`config.mk`:
```
export PLATFORM = sky130hd
export DESIGN_NAME = mem_port_arbiter
export DESIGN_NICKNAME = d
export VERILOG_FILES = /design/src/rtl/mem_arb_pkg.sv /design/src/rtl/mem_port_arbiter_rr_pick2.sv /design/src/rtl/mem_port_arbiter.sv
export SDC_FILE = /design/constraint.sdc
export NUM_CORES = 1
export LEC_CHECK = 0
export BUFFER_PORTS_ARGS = -buffer_cell sky130_fd_sc_hd__buf_2
export CAP_MARGIN = 20
export CORE_UTILIZATION = 25
export CTS_CLUSTER_DIAMETER = 150
export DETAILED_ROUTE_END_ITERATION = 6
export PLACE_DENSITY = 0.5
export SETUP_SLACK_MARGIN = 0.3
export SLEW_MARGIN = 15
export SYNTH_ARGS = -nofsm -noshare
export SYNTH_HDL_FRONTEND = slang
export SYNTH_SLANG_ARGS = --single-unit
```
`constraint.sdc`:
```
create_clock -name clock -period 4.7 [get_ports clock]
set_input_delay 0.94 -clock clock [delete_from_list [all_inputs] [get_ports clock]]
set_output_delay 0.94 -clock clock [all_outputs]
set_load 0.02 [all_outputs]
```
`src/rtl/mem_arb_pkg.sv`:
```
// Shared types and constants for the data-RAM port arbiter.
package mem_arb_pkg;

  typedef enum logic [1:0] {
    IDLE  = 2'd0,
    ISSUE = 2'd1,
    WAIT  = 2'd2,
    ACK   = 2'd3
  } state_t;

  localparam logic M0 = 1'b0;
  localparam logic M1 = 1'b1;

  localparam int RD_LAT_MIN = 1;
  localparam int RD_LAT_MAX = 4;

endpackage

```
`src/rtl/mem_port_arbiter_rr_pick2.sv`:
```
// Two-way combinational picker: round-robin or fixed priority for master 1.
module rr_pick2
  import mem_arb_pkg::*;
(
  input  logic [1:0] req,
  input  logic       last_gnt,
  input  logic       prio_m1,
  output logic       gnt_valid,
  output logic       gnt_idx
);

  always_comb begin
    gnt_valid = |req;
    gnt_idx   = M0;
    unique case (req)
      2'b10:   gnt_idx = M1;
      2'b11:   gnt_idx = prio_m1 ? M1 : ~last_gnt;
      default: gnt_idx = M0;
    endcase
  end

endmodule

```
`src/rtl/mem_port_arbiter.sv`:
```
// Shares one data-RAM port between the CPU path (m0) and the loader (m1).
module mem_port_arbiter
  import mem_arb_pkg::*;
#(
  parameter int AW     = 14,
  parameter int DW     = 32,
  parameter int RD_LAT = 1
) (
  input  logic          clock,
  input  logic          reset,
  input  logic          prio_m1,
  input  logic          m0_req,
  input  logic          m0_we,
  input  logic [AW-1:0] m0_addr,
  input  logic [DW-1:0] m0_wdata,
  output logic          m0_ack,
  output logic [DW-1:0] m0_rdata,
  input  logic          m1_req,
  input  logic          m1_we,
  input  logic [AW-1:0] m1_addr,
  input  logic [DW-1:0] m1_wdata,
  output logic          m1_ack,
  output logic [DW-1:0] m1_rdata,
  output logic          ram_en,
  output logic          ram_we,
  output logic [AW-1:0] ram_addr,
  output logic [DW-1:0] ram_wdata,
  input  logic [DW-1:0] ram_rdata,
  output logic          busy
);

  if (RD_LAT < RD_LAT_MIN || RD_LAT > RD_LAT_MAX) begin : g_lat_err
    $error("mem_port_arbiter: RD_LAT must be 1..4");
  end

  localparam logic [2:0] LAT = 3'(RD_LAT);

  state_t     state;
  state_t     state_nx;
  logic       gnt_q;
  logic       we_q;
  logic       last_gnt;
  logic [2:0] cnt;
  logic       gnt_valid;
  logic       gnt_idx;

  rr_pick2 u_pick (
    .req       ({m1_req, m0_req}),
    .last_gnt  (last_gnt),
    .prio_m1   (prio_m1),
    .gnt_valid (gnt_valid),
    .gnt_idx   (gnt_idx)
  );

  always_ff @(posedge clock or posedge reset) begin
    if (reset) state <= IDLE;
    else       state <= state_nx;
  end

  // ram_addr/ram_wdata double as the latched request; they hold between accesses
  always_ff @(posedge clock or posedge reset) begin
    if (reset) begin
      gnt_q     <= M0;
      we_q      <= 1'b0;
      last_gnt  <= M1;
      cnt       <= '0;
      ram_addr  <= '0;
      ram_wdata <= '0;
      m0_rdata  <= '0;
      m1_rdata  <= '0;
    end else begin
      if (state == IDLE && gnt_valid) begin
        gnt_q     <= gnt_idx;
        last_gnt  <= gnt_idx;
        we_q      <= gnt_idx ? m1_we    : m0_we;
        ram_addr  <= gnt_idx ? m1_addr  : m0_addr;
        ram_wdata <= gnt_idx ? m1_wdata : m0_wdata;
      end
      if (state == ISSUE && !we_q) cnt <= LAT;
      if (state == WAIT) begin
        cnt <= cnt - 3'd1;
        if (cnt == 3'd1) begin
          if (gnt_q == M1) m1_rdata <= ram_rdata;
          else             m0_rdata <= ram_rdata;
        end
      end
    end
  end

  always_comb begin
    state_nx = state;
    unique case (state)
      IDLE:  if (gnt_valid) state_nx = ISSUE;
      ISSUE: state_nx = we_q ? ACK : WAIT;
      WAIT:  if (cnt == 3'd1) state_nx = ACK;
      ACK:   state_nx = IDLE;
    endcase
  end

  always_comb begin
    ram_en = (state == ISSUE);
    ram_we = (state == ISSUE) && we_q;
    m0_ack = (state == ACK) && (gnt_q == M0);
    m1_ack = (state == ACK) && (gnt_q == M1);
    busy   = (state != IDLE);
  end

endmodule
```
==> flow_metrics.env, run 1 <==
export IMPL_synth_seq_cells=118
export IMPL_layout_commonest_cell="buf_2"
export IMPL_clk_latency_ns=0.42
export IMPL_cts_resized=0
export IMPL_cts_max_level=4
export IMPL_max_freq_mhz=362
export IMPL_stdcell_count=967
export IMPL_whs_ns=0.480
export IMPL_ys_top_cells_by_area="dfrtp_1, mux2_2, nand2_1"
export IMPL_worstHoldStart="ram_wdata[11]$_DFFE_PP0P_"
export IMPL_firstDrtPassIters=5
export IMPL_finalHoldViolCount=0
export IMPL_synth_top_cell_by_area="dfrtp_1"
export IMPL_r2r_start="state[0]$_DFFE_PP0P_"
export IMPL_pwr_share_clk_pct=25.1
export IMPL_cp_endpoint="busy"
export IMPL_cts_setup_buffers=0
export IMPL_drt_iter0_markers=150
export IMPL_grt_pass1_vias=4531
export IMPL_fin_area_um2=7350
export IMPL_clock_root_buffer="clkbuf_16"
export IMPL_worstPathCellList="inv_1, ha_2, buf_4, inv_1, buf_2"
export IMPL_postCtsHoldBufs=0
export IMPL_syn_nets=588
export IMPL_p_total_mw=5.66
export IMPL_globalRouteOverflowTotal=0
export IMPL_fin_crit_ns=2.76
export IMPL_start_util_pct=25.8
export IMPL_grt_max_degree=119
export IMPL_critPathMaxStageDelay_ns=0.41
export IMPL_fin_crit_sh_pct=58.7
export IMPL_crit_slowest_cell="dfrtp_1"
export IMPL_status="finished clean"
export IMPL_fin_nets=822
export IMPL_r2r_end="ram_wdata[10]$_DFFE_PP0P_"
export IMPL_dp_hpwl_um=10100
export IMPL_ys_warn_count=0
export IMPL_p_int_mw=3.39
export IMPL_worst_pin_slew_ns=1.00
export IMPL_path_common_cell="inv_1"
export IMPL_design_portCount=246
export IMPL_die_area_um2=21600
export IMPL_place_gp_congestion=0.701
export IMPL_via_per_inst=4.55
export IMPL_end_kind="primary output"
export IMPL_drcViolationCount=0
export IMPL_slew_headroom_pct=33.2
export IMPL_wirelength_um=15000
export IMPL_ant_nets=0
export IMPL_fillerInstances=2074
export IMPL_combPwrFrac_pct=43.1
export IMPL_p_leak_nw=3.48
export IMPL_syn_avg_cell_area_um2=11.7
export IMPL_antennaDiodeCount=0
export IMPL_drive_gt1_share_pct=53.1
export IMPL_antenna_found_initial=0
export IMPL_seq_power_share_pct=31.8
export IMPL_crit_type="reg -> out"
export IMPL_synth_top_area_share_pct=55.6
export IMPL_power_density_nw_per_um2=769
export IMPL_rows=52
export IMPL_syn_area_um2=5270
export IMPL_yosysUniqueCellTypes=34
export IMPL_placed_cell_area_um2=6710
export IMPL_clock_skew_ns=0.0123
export IMPL_cts_sinks=118
export IMPL_cts_buffers=17
export IMPL_syn_inst=450
export IMPL_grt_setup_unrepaired="no"
export IMPL_grt_pass1_wl_um=24000
export IMPL_final_cell_mix="buf_2, dfrtp_1, nand2_1"
export IMPL_crit_path_max_fanout=18
export IMPL_ys_seq_area_share_pct=56.1
export IMPL_via_count=4397
export IMPL_wl_per_cell_um=15.5
export IMPL_area_growth_pct=39.6
export IMPL_tritoncts="yes"
export IMPL_startpoint_type="flop"
export IMPL_startpoint="state[0]$_DFFE_PP0P_"
export IMPL_power_switching_mw=2.27
export IMPL_finalMaxSlewViolations=0
export IMPL_ir_drop_mv=0.215
export IMPL_track_usage_pct=14.3
export IMPL_hold_class="reg -> reg"
export IMPL_finalSetupViolations=0
export IMPL_drv_cap=0
export IMPL_r2r_cells=6
export IMPL_multi_input_area_um2=2090
export IMPL_port_buffers=245
export IMPL_p_sw_share_pct=40.1
export IMPL_reg2reg_slack_ns=2.17
export IMPL_tns_ns=0
export IMPL_cts_buffer_depth=2
export IMPL_seq_area_um2=2950
export IMPL_dp_cells=935
export IMPL_critPathRequiredTime_ns=3.76
export IMPL_path_clk_slew_ns=0.06
export IMPL_die_h_um=147
export IMPL_die_w_um=147
export IMPL_crit_arrival_ns=1.82
export IMPL_core_region_area_um2=20400
## final cells by class
class / count / area share, %
flip-flops and latches: 118 / 40.2
clock inverters: 15 / 2.94
inverters: 6 / 0.340
multi-input cells: 287 / 28.4
well taps: 270 / 4.59
repair buffers: 254 / 17.8
clock buffers: 17 / 5.79
## cells in the mapped netlist
master / count
a21oi_1: 1
a221oi_1: 1
a22o_1: 2
a22oi_1: 1
a2bb2oi_1: 1
and2_1: 3
buf_1: 6
buf_2: 9
buf_4: 2
buf_6: 7
clkbuf_1: 15
dfrtp_1: 117
dfstp_2: 1
ha_1: 7
inv_1: 6
mux2_2: 65
mux2i_1: 1
nand2_1: 97
nand2b_1: 1
nand2b_4: 1
nand3b_1: 1
nand4_1: 47
nand4b_2: 1
nor2_1: 2
nor2b_1: 1
nor3_1: 1
nor3b_1: 1
nor3b_4: 1
o211ai_1: 37
o211ai_2: 10
o21a_1: 1
o21ai_0: 1
o21ai_1: 1
xor2_1: 1
## through the flow
stage                     util (%)  worst slack, ns
after global routing          36.0             1.83
final                         36.0             1.94
after floorplan                  -            0.633
after global placement        32.8             2.18
after CTS                     36.0             1.91
after detailed placement      32.8             2.18
## critical path: cells and delay by family, from the launching register on
| kind | cells | cell delay [ns] |
|---|---|---|
| adders and majority gates | 1 | 0.34 |
| DFF | 1 | 0.41 |
| buffers and inverters | 4 | 0.65 |
## worst min path at each step
stage | endpoint | depth (start not counted)
3_3_place_gp | ram_wdata[18]$_DFFE_PP0P_ | 2
6_report | ram_wdata[11]$_DFFE_PP0P_ | 2
4_1_cts | ram_wdata[11]$_DFFE_PP0P_ | 2
5_1_grt | m1_rdata[28]$_DFFE_PP0P_ | 1
3_5_place_dp | ram_wdata[11]$_DFFE_PP0P_ | 2
2_1_floorplan | we_q$_DFFE_PP0P_ | 2
## flip-flops by register name (all words and copies together) (netlist names)
name       count
ram_addr      14
m0_rdata      32
gnt_q          1
ram_wdata     32
m1_rdata      32
state          2
cnt            3
last_gnt       1
we_q           1
## power by group through the flow
stage	logic [mW]	clock network [mW]	registers (mW)
after global routing	2.65	1.53	1.88
after CTS	2.47	1.47	1.81
final	2.44	1.42	1.80
after detailed placement	2.47	0	1.82
after floorplan	1.05	0	2.40
after global placement	2.46	0	1.81
## routing by layer
layer	track usage [%]	vias up	wire [um]
met4	5.88	0	284
met2	22.4	207	6740
li1	-	2082	-
met1	18.5	2086	6930
met3	3.98	22	1080
met5	0	-	0
## kinds of logic (layout without fill, tap and decap cells)
logic type	after synthesis	after routing	share of synthesized area (%)
adders and majority gates	7	7	1.66
buffers and inverters	45	292	4.56
and+or+nand+nor	157	157	14.5
xor gates and xnor gates	1	1	0.166
DFF	118	118	56.1
muxes	66	66	14.1
AOI/OAI and AO/OA	56	56	8.89
No activity file was read; power rests on OpenSTA's default activity.
==> inputs of run 2 (changes only) <==
--- a/config.mk
+++ b/config.mk
@@ -5,6 +5,7 @@
 export SDC_FILE = /design/constraint.sdc
 export NUM_CORES = 1
 export LEC_CHECK = 0
+export ABC_AREA = 1
 export BUFFER_PORTS_ARGS = -buffer_cell sky130_fd_sc_hd__buf_2
 export CAP_MARGIN = 20
 export CORE_UTILIZATION = 25
==> constraint.sdc (replaced) <==
create_clock -name clock -period 2.9 [get_ports clock]
set_input_delay 0.58 -clock clock [delete_from_list [all_inputs] [get_ports clock]]
set_output_delay 0.58 -clock clock [all_outputs]
set_load 0.02 [all_outputs]
==> run 2 against run 1 <==
Net effect: via count increased by 15%; largest power group unchanged; largest cell class unchanged; worst setup slack got worse by 1.1 ns; total power is 56% higher.
==> flow_metrics.env, run 2 <==
export IMPL_fillerInstances=2282
export IMPL_synth_most_common_cell="nand2_1"
export IMPL_core_region_area_um2=21300
export IMPL_p_int_mw=5.09
export IMPL_finalHoldViolCount=0
export IMPL_cts_buffers=17
export IMPL_grt_pass1_vias=4871
export IMPL_synth_main_ff_cell="dfrtp_1"
export IMPL_slew_headroom_pct=44.6
export IMPL_end_kind="primary output"
export IMPL_fin_area_um2=7590
export IMPL_fin_crit_ns=2.11
export IMPL_die_w_um=150
export IMPL_p_leak_nw=4.52
export IMPL_ys_seq_area_share_pct=53.6
export IMPL_wl_per_cell_um=13.0
export IMPL_via_count=5073
export IMPL_grt_pass1_wl_um=25600
export IMPL_top_usage_layer="met2"
export IMPL_crit_buf_inv=3
export IMPL_p_sw_share_pct=42.4
export IMPL_synth_top_cell_by_area="dfrtp_1"
export IMPL_crit_type="reg -> out"
export IMPL_largest_registers="m0_rdata (32), m1_rdata (32), ram_wdata (32)"
export IMPL_grt_max_degree=119
export IMPL_multi_input_area_um2=1830
export IMPL_antennaDiodeCount=0
export IMPL_track_usage_pct=14.7
export IMPL_p_total_mw=8.84
export IMPL_wirelength_um=15900
export IMPL_critPathRequiredTime_ns=2.32
export IMPL_stdcell_count=1224
export IMPL_drive_gt1_share_pct=31.0
export IMPL_place_gp_congestion=0.786
export IMPL_met2_usage_pct=23.2
export IMPL_ys_warn_count=0
export IMPL_drv_cap=0
export IMPL_fin_nets=1074
export IMPL_r2r_start="state[0]$_DFFE_PP0P_"
export IMPL_hold_class="in -> async"
export IMPL_antenna_found_initial=1
export IMPL_clock_root_buffer="clkbuf_16"
export IMPL_drt_iter0_markers=226
export IMPL_start_util_pct=25.9
export IMPL_postCtsHoldBufs=0
export IMPL_startpoint_type="flop"
export IMPL_tns_ns=0
export IMPL_dp_worst_setup_slack_ns=0.946
export IMPL_grt_setup_unrepaired="no"
export IMPL_path_clk_slew_ns=0.06
export IMPL_syn_avg_cell_area_um2=7.85
export IMPL_area_growth_pct=37.8
export IMPL_clk_latency_ns=0.42
export IMPL_crit_path_max_fanout=5
export IMPL_layout_commonest_cell="buf_2"
export IMPL_fin_crit_sh_pct=72.6
export IMPL_seq_power_share_pct=33.6
export IMPL_synth_seq_cells=118
export IMPL_crit_slowest_cell="dfrtp_1"
export IMPL_globalRouteOverflowTotal=0
export IMPL_syn_area_um2=5510
export IMPL_setup_slack_ns=0.795
export IMPL_final_cell_mix="buf_2, nand2_1, inv_1"
export IMPL_combPwrFrac_pct=41.4
export IMPL_ys_top_cells_by_area="dfrtp_1, nand2_1, inv_1"
export IMPL_dp_hpwl_um=10800
export IMPL_startpoint="state[0]$_DFFE_PP0P_"
export IMPL_power_switching_mw=3.75
export IMPL_yosysUniqueCellTypes=21
export IMPL_cts_sinks=118
export IMPL_drcViolationCount=0
export IMPL_firstDrtPassIters=4
export IMPL_critPathMaxStageDelay_ns=0.42
export IMPL_clock_skew_ns=0.00942
export IMPL_tritoncts="yes"
export IMPL_worst_pin_slew_ns=0.830
export IMPL_design_portCount=246
export IMPL_max_freq_mhz=475
export IMPL_syn_nets=840
export IMPL_die_h_um=150
export IMPL_synth_edff_count=0
export IMPL_pwr_share_clk_pct=25.1
export IMPL_port_buffers=245
export IMPL_finalSetupViolations=0
export IMPL_critical_path_top_delay_family="buffers and inverters"
export IMPL_dp_cells=1192
export IMPL_cts_buffer_depth=2
export IMPL_worstPathCellList="inv_1, ha_1, inv_1, buf_2"
export IMPL_finalMaxSlewViolations=0
export IMPL_die_area_um2=22600
export IMPL_reg2reg_slack_ns=1.04
export IMPL_seq_area_um2=2950
export IMPL_placed_cell_area_um2=6970
export IMPL_crit_arrival_ns=1.53
export IMPL_final_core_util_pct=35.7
export IMPL_synth_top_area_share_pct=53.1
export IMPL_rows=53
export IMPL_ir_drop_mv=0.402
export IMPL_gr_usage_met3_pct=5.03
export IMPL_cts_setup_buffers=0
export IMPL_via_per_inst=4.14
export IMPL_gr_usage_met1_pct=19.0
export IMPL_cts_max_level=4
export IMPL_syn_inst=702
export IMPL_whs_ns=0.353
export IMPL_synthArstFlopShare_pct=100
export IMPL_ant_nets=0
export IMPL_yosys_top_cells_count="nand2_1, inv_1, dfrtp_1"
export IMPL_cts_resized=0
export IMPL_path_common_cell="inv_1"
export IMPL_power_density_nw_per_um2=1160
export IMPL_status="finished clean"
==> run 2: final timing paths <==
| check | cells past startpoint | end |
|---|---|---|
| max | 4 | busy |
| min | 3 | m0_rdata[3]$_DFFE_PP0P_ |
| max reg2reg | 7 | ram_wdata[26]$_DFFE_PP0P_ |
| min reg2reg | 2 | ram_wdata[9]$_DFFE_PP0P_ |
| max in group asynchronous | 3 | m0_rdata[22]$_DFFE_PP0P_ |
| min in group clock | 3 | m0_rdata[13]$_DFFE_PP0P_ |
==> run 2: cells by family after synthesis <==
family	share of synthesized area [%]
simple gates	24.9
buf+inv	13.4
flops	53.6
compound gates	6.52
fa+ha+maj	1.59
==> run 2: layout make-up <==
type / count / area share, %
Clock buffer: 18 / 5.79
Multi-Input combinational cell: 404 / 24.1
Tap cell: 275 / 4.53
Inverter: 143 / 7.12
Clock inverter: 14 / 2.32
Timing Repair Buffer: 252 / 17.2
Sequential cell: 118 / 38.9
==> run 2: power groups by stage <==
stage / logic (mW) / clock network [mW] / registers [mW]
after global placement: 3.70 / 0 / 2.99
after CTS: 3.73 / 2.27 / 2.97
final: 3.65 / 2.21 / 2.97
after detailed placement: 3.73 / 0 / 2.98
after global routing: 4.08 / 2.36 / 3.09
after floorplan: 1.43 / 0 / 3.93
==> run 2: metal layers <==
layer	up-vias	wire length (um)	part of all wire [%]
met5	-	12	0.075
met4	2	203	1.3
met3	19	1020	6.4
met2	142	7440	47
met1	2315	7250	46
li1	2595	-	-
==> run 2: worst reg2reg max path, stage by stage (launching register included) <==
cell	delay, ns
dfrtp_1	0.42
inv_1	0.12
ha_1	0.23
inv_1	0.14
a21oi_4	0.05
inv_2	0.60
nand2_1	0.15
nand2_1	0.10
